$ cat config.mk
export PLATFORM = sky130hd
export DESIGN_NAME = control_frame_serializer
export DESIGN_NICKNAME = d
export VERILOG_FILES = /design/src/rtl/wavegen_pkg.sv /design/src/rtl/frame_word_mux.sv /design/src/rtl/control_frame_serializer.sv
export SDC_FILE = /design/constraint.sdc
export NUM_CORES = 2
export LEC_CHECK = 0
export ABC_AREA = 1
export CORE_AREA = 2 2 414 416
export DETAILED_ROUTE_END_ITERATION = 7
export DIE_AREA = 0 0 416 418
export PLACE_DENSITY_LB_ADDON = 0.3
export SLEW_MARGIN = 20
export SYNTH_ARGS = -nofsm -noshare
export SYNTH_HDL_FRONTEND = slang
export SYNTH_HIERARCHICAL = 1
export SYNTH_SLANG_ARGS = --single-unit
$ cat constraint.sdc
create_clock -name clk -period 38.9 [get_ports clk]
set_input_delay 9.725 -clock clk [delete_from_list [all_inputs] [get_ports clk]]
set_output_delay 9.725 -clock clk [all_outputs]
set_load 0.01 [all_outputs]
$ cat src/rtl/wavegen_pkg.sv
// Purpose: shared word/frame geometry and control-frame FSM state encoding.
// Latency: n/a (types and constants only).
// Backpressure: n/a.
package wavegen_pkg;

  localparam int WORD_W_DEF    = 16;
  localparam int NUM_WORDS_DEF = 64;
  localparam int ADDR_W_DEF    = 6;

  // ST_CSUM is only reachable when the checksum beat is built in
  typedef enum logic [1:0] {
    ST_IDLE   = 2'd0,
    ST_STREAM = 2'd1,
    ST_CSUM   = 2'd2
  } state_t;

endpackage

$ cat src/rtl/frame_word_mux.sv
// Purpose: select one word of the shadowed frame by address.
// Latency: combinational.
// Backpressure: none; the caller holds the address stable while stalled.
module frame_word_mux
  import wavegen_pkg::*;
#(
  parameter int WORD_W    = WORD_W_DEF,
  parameter int NUM_WORDS = NUM_WORDS_DEF,
  parameter int ADDR_W    = ADDR_W_DEF
) (
  input  logic [WORD_W*NUM_WORDS-1:0] i_shadow,
  input  logic [ADDR_W-1:0]           i_addr,
  output logic [WORD_W-1:0]           o_word
);

  // Explicit compare per word so addresses beyond NUM_WORDS-1 read as zero
  always_comb begin
    o_word = '0;
    for (int k = 0; k < NUM_WORDS; k++) begin
      if (i_addr == ADDR_W'(k)) begin
        o_word = i_shadow[k*WORD_W +: WORD_W];
      end
    end
  end

endmodule

$ cat src/rtl/control_frame_serializer.sv
// Purpose: snapshot a combined control frame and stream it word by word (optional XOR checksum beat, macro CHECKSUM_EN).
// Latency: word 0 is valid the cycle after the load edge; frame_done one cycle after the final transfer.
// Backpressure: valid/ready; the current word is held while ready is low, valid never drops mid-frame.
module control_frame_serializer
  import wavegen_pkg::*;
#(
  parameter int WORD_W    = WORD_W_DEF,
  parameter int NUM_WORDS = NUM_WORDS_DEF,
  parameter int ADDR_W    = ADDR_W_DEF
) (
  input  logic                        clk,
  input  logic                        rst,
  input  logic [WORD_W*NUM_WORDS-1:0] frame_in,
  input  logic                        frame_load,
  output logic                        busy,
  output logic [WORD_W-1:0]           word_out,
  output logic [ADDR_W-1:0]           word_addr,
  output logic                        word_valid,
  input  logic                        word_ready,
  output logic                        word_last,
  output logic                        word_csum,
  output logic                        frame_done,
  output logic                        load_overrun
);

  localparam logic [ADDR_W-1:0] LAST_ADDR = ADDR_W'(NUM_WORDS - 1);

  state_t                      r_state;
  state_t                      w_state_nxt;
  logic [WORD_W*NUM_WORDS-1:0] r_shadow;
  logic [ADDR_W-1:0]           r_addr;
  logic                        r_frame_done;
  logic                        r_overrun;
  logic [WORD_W-1:0]           w_mux_word;
  logic                        w_xfer;
  logic                        w_at_end;
  logic                        w_final;
  logic                        w_load_acc;

  assign w_xfer   = word_valid && word_ready;
  assign w_at_end = (r_addr == LAST_ADDR);

`ifdef CHECKSUM_EN
  logic [WORD_W-1:0] r_csum;
  logic [WORD_W-1:0] w_frame_xor;

  // The frame ends on the checksum beat
  assign w_final = w_xfer && (r_state == ST_CSUM);

  // XOR of the incoming frame, ready to be captured alongside the snapshot
  always_comb begin
    w_frame_xor = '0;
    for (int k = 0; k < NUM_WORDS; k++) begin
      w_frame_xor = w_frame_xor ^ frame_in[k*WORD_W +: WORD_W];
    end
  end

  // Checksum captured with the snapshot so the extra beat costs no latency
  always_ff @(posedge clk or posedge rst) begin
    if (rst) begin
      r_csum <= '0;
    end else if (w_load_acc) begin
      r_csum <= w_frame_xor;
    end
  end
`else
  // The frame ends on the last data word
  assign w_final = w_xfer && (r_state == ST_STREAM) && w_at_end;
`endif

  // A load is taken when idle, or when it lands on the final transfer (back-to-back frames)
  assign w_load_acc = frame_load && ((r_state == ST_IDLE) || w_final);

  // State register
  always_ff @(posedge clk or posedge rst) begin
    if (rst) begin
      r_state <= ST_IDLE;
    end else begin
      r_state <= w_state_nxt;
    end
  end

  // Next-state logic
  always_comb begin
    w_state_nxt = r_state;
    case (r_state)
      ST_IDLE: begin
        if (frame_load) w_state_nxt = ST_STREAM;
      end
      ST_STREAM: begin
        if (w_xfer && w_at_end) begin
`ifdef CHECKSUM_EN
          w_state_nxt = ST_CSUM;
`else
          w_state_nxt = frame_load ? ST_STREAM : ST_IDLE;
`endif
        end
      end
`ifdef CHECKSUM_EN
      ST_CSUM: begin
        if (w_xfer) w_state_nxt = frame_load ? ST_STREAM : ST_IDLE;
      end
`endif
      default: w_state_nxt = ST_IDLE;
    endcase
  end

  // Snapshot and beat counter; the counter saturates at the last word and only a load rewinds it
  always_ff @(posedge clk or posedge rst) begin
    if (rst) begin
      r_shadow <= '0;
      r_addr   <= '0;
    end else if (w_load_acc) begin
      r_shadow <= frame_in;
      r_addr   <= '0;
    end else if (w_xfer && (r_state == ST_STREAM) && !w_at_end) begin
      r_addr   <= r_addr + ADDR_W'(1);
    end
  end

  // Completion pulse and sticky record of dropped loads
  always_ff @(posedge clk or posedge rst) begin
    if (rst) begin
      r_frame_done <= 1'b0;
      r_overrun    <= 1'b0;
    end else begin
      r_frame_done <= w_final;
      if (frame_load && (r_state != ST_IDLE) && !w_final) begin
        r_overrun <= 1'b1;
      end
    end
  end

  frame_word_mux #(
    .WORD_W   (WORD_W),
    .NUM_WORDS(NUM_WORDS),
    .ADDR_W   (ADDR_W)
  ) u_word_mux (
    .i_shadow(r_shadow),
    .i_addr  (r_addr),
    .o_word  (w_mux_word)
  );

  // Beat outputs decoded from the state; everything reads zero while idle
  always_comb begin
    busy       = 1'b0;
    word_valid = 1'b0;
    word_out   = '0;
    word_addr  = '0;
    word_last  = 1'b0;
    word_csum  = 1'b0;
    case (r_state)
      ST_STREAM: begin
        busy       = 1'b1;
        word_valid = 1'b1;
        word_out   = w_mux_word;
        word_addr  = r_addr;
`ifndef CHECKSUM_EN
        word_last  = w_at_end;
`endif
      end
`ifdef CHECKSUM_EN
      ST_CSUM: begin
        busy       = 1'b1;
        word_valid = 1'b1;
        word_out   = r_csum;
        word_addr  = '0;
        word_last  = 1'b1;
        word_csum  = 1'b1;
      end
`endif
      default: begin
        busy = 1'b0;
      end
    endcase
  end

  assign frame_done   = r_frame_done;
  assign load_overrun = r_overrun;

endmodule

==> qor.csv <==
metric,value,unit
grt_pass1_vias,47900,
die_area,174000,sq um
finalNetCount,8469,
syn-cell-area,49400,sq um
vias,48200,
design_area,65800,sq um
post-dp-hpwl,187,mm
crit_slowest_cell,nor2_2,
min_period_over_period,0.462,
cts_root_buf,clkbuf_16,
pwr_density_cell,71.2,nW/um^2
end_kind,output port,
avgSynthCellArea,7.49,sq um
post_cts_buffers,0,
die_w,416,um
synth-seq-area-share,0.523,
antenna_found_initial,21,
critPathMaxFanout,22,
maxSlewViolCount,0,
cp.required,29.17,ns
fin_crit,17.97,ns
drtIter0Drc,4730,
cp_common_cell,nand4_1,
synth_ff_type,dfrtp_1,
dp.cells,9537,
drt-vias-per-instance,4.93,
synthArstFlopShare,1.00,
clock_path_buffers,3,
coreArea,169000,sq um
clkLatencyLatePin,0.75,ns
timing.slew.headroom,0.277,
drive_gt1_frac,0.0532,
synthToLayoutAreaGrowth,33.3,%
run_status,"complete, no violations",
rsz0062_at_grt,false,
clock_skew,0.0379,ns
initial_core_util,0.292,
die_y,418,um
firstDrtPassIters,8,
power,4.69,mW
grt_first_pass_wirelength,338,mm
syn_nets,7618,
hp-class,register to register,
criticalPathCategory,register to output port,
place.gp.congestion,1.02,
cts_tree,yes,
wl_per_cell,24.6,um
ys_types,32,
cts_made_buffers,117,
p_leak,32.1,nW
portBuffers,1054,
postRouteAntennaNets,0,
place_area,61600,sq um
synth_cells,6589,
crit_arrival,8.25,ns
ys_ff_latch,1033,
grt_overflow,0,
finalNonFillerCells,9768,
htree_levels,3,
fin_setup_tns,0,ns
path_clk_slew,0.06,ns
drt-total-wl,240,mm
finalHoldViolations,0,
max_freq,55.6,MHz
synth_edf_count,0,
peakVddDrop,0.0000485,V
cpPeakStageDelay,0.75,ns
grt_max_degree,220,
clock-sinks,1033,
setup_viol,0,
ios,1056,
worstSetupStartpointType,register,
holdBufCountCts,0,
fp-row-count,151,
r2r_slack,33.02,ns
synth_warnings,6,
cap_violations,0,
grtUsageTotal,0.268,
tightest_slew,1.08,ns
drc,0,
cts_resized,0,
## power by group
part           total, mW  internal [mW]  leakage, nW  switching, mW
Clock               1.19          0.706         2.04          0.486
Sequential          1.96           1.59         13.0          0.370
Combinational       1.53          0.529         17.1           1.00
Total               4.69           2.83         32.1           1.86
## layout by cell type (no fill, tap or decap), types with 3 or more instances in the layout
cell and n:
a21oi_1 86, buf_12 3, buf_4 88, bufinv_16 16, clkbuf_1 23, clkbuf_16 118, clkbuf_8 21, clkdlybuf4s50_1 1053
clkinv_16 3, clkinv_2 27, clkinv_4 3, clkinvlp_4 3, dfrtp_1 1032, diode_2 11, inv_1 292, inv_2 9
inv_6 3, nand2_1 2974, nand2_2 3, nand3_1 1093, nand4_1 217, nor2_1 344, nor2_2 13, nor2_4 5
o21ai_0 5, or2_0 9, or2_2 71
## critical path: cells and delay by family (launching register included)
kind / cells / cell delay, ns
buffers and inverters: 5 / 0.85
DFF: 1 / 0.55
and+or+nand+nor: 33 / 6.07
## synthesized netlist by cell type, types with 2 or more instances
cell type,n,share of area
buf_2,179,0.018
and3_1,2,0.00025
a21oi_1,86,0.0087
or2_2,71,0.0090
o21ai_0,5,0.00051
inv_1,293,0.022
nor2_1,349,0.027
inv_2,9,0.00068
nand2_4,2,0.00046
dfrtp_1,1033,0.52
nand2_2,4,0.00051
buf_1,8,0.00061
clkinv_1,2,0.00015
nor3b_1,2,0.00030
nor2_4,5,0.0011
buf_6,4,0.00091
buf_4,11,0.0017
nand3_1,1093,0.11
nor2_2,8,0.0010
nand2_1,2974,0.23
nand4_1,217,0.027
clkbuf_1,214,0.016
or2_0,9,0.0011
## routing by layer
layer,vias to the layer above,track usage,share of wire
met1,23300,0.329,0.39
met5,-,0,0.00039
li1,22700,-,-
met3,446,0.0450,0.061
met4,14,0.165,0.066
met2,1812,0.442,0.48
## state kept, by name (all words and copies together) (netlist names)
register,flops
load_overrun,1
r_shadow,1024
r_addr,6
r_state,1
frame_done,1
## area by class of cell
type | instances | area, sq um
fillers | 17500 | 103000
flip-flops and latches | 1033 | 25900
multi-input cells | 4834 | 20500
repair buffers | 1149 | 11400
clock buffers | 162 | 3330
well taps | 2218 | 2780
inverters | 305 | 1160
clock inverters | 56 | 808
diodes | 11 | 27.5
## kinds of logic (layout without fill, tap and decap cells)
| kind of cell | Yosys count | count (layout) | synth area share |
|---|---|---|---|
| AOI/OAI and AO/OA | 92 | 92 | 0.00938 |
| adders and majority gates | 1 | 1 | 0.000253 |
| buffers and inverters | 722 | 1672 | 0.0612 |
| DFF | 1033 | 1033 | 0.523 |
| other | 1 | 12 | 0.0000759 |
| and+or+nand+nor | 4740 | 4740 | 0.406 |
## final timing paths
| check | from | to | cells after the start |
|---|---|---|---|
| max | r_addr[3] | word_out[14] | 38 |
| min | r_shadow[799] | r_shadow[799] | 2 |
| max reg2reg | r_state[0] | r_shadow[480] | 10 |
| min reg2reg | r_shadow[799] | r_shadow[799] | 2 |
| max in group asynchronous | rst | r_shadow[62] | 5 |
| min in group asynchronous | rst | r_shadow[1023] | 2 |
## stage by stage
step | util | hold WS [ns] | setup slack (ns)
after floorplan | - | 0.434 | 0.103
after global placement | 0.364 | 0.446 | 21.87
after detailed placement | 0.364 | 0.451 | 21.90
after CTS | 0.389 | 0.465 | 21.05
after global routing | 0.389 | 0.478 | 20.54
final | 0.389 | 0.464 | 20.93
No activity file was read; power rests on OpenSTA's default activity.
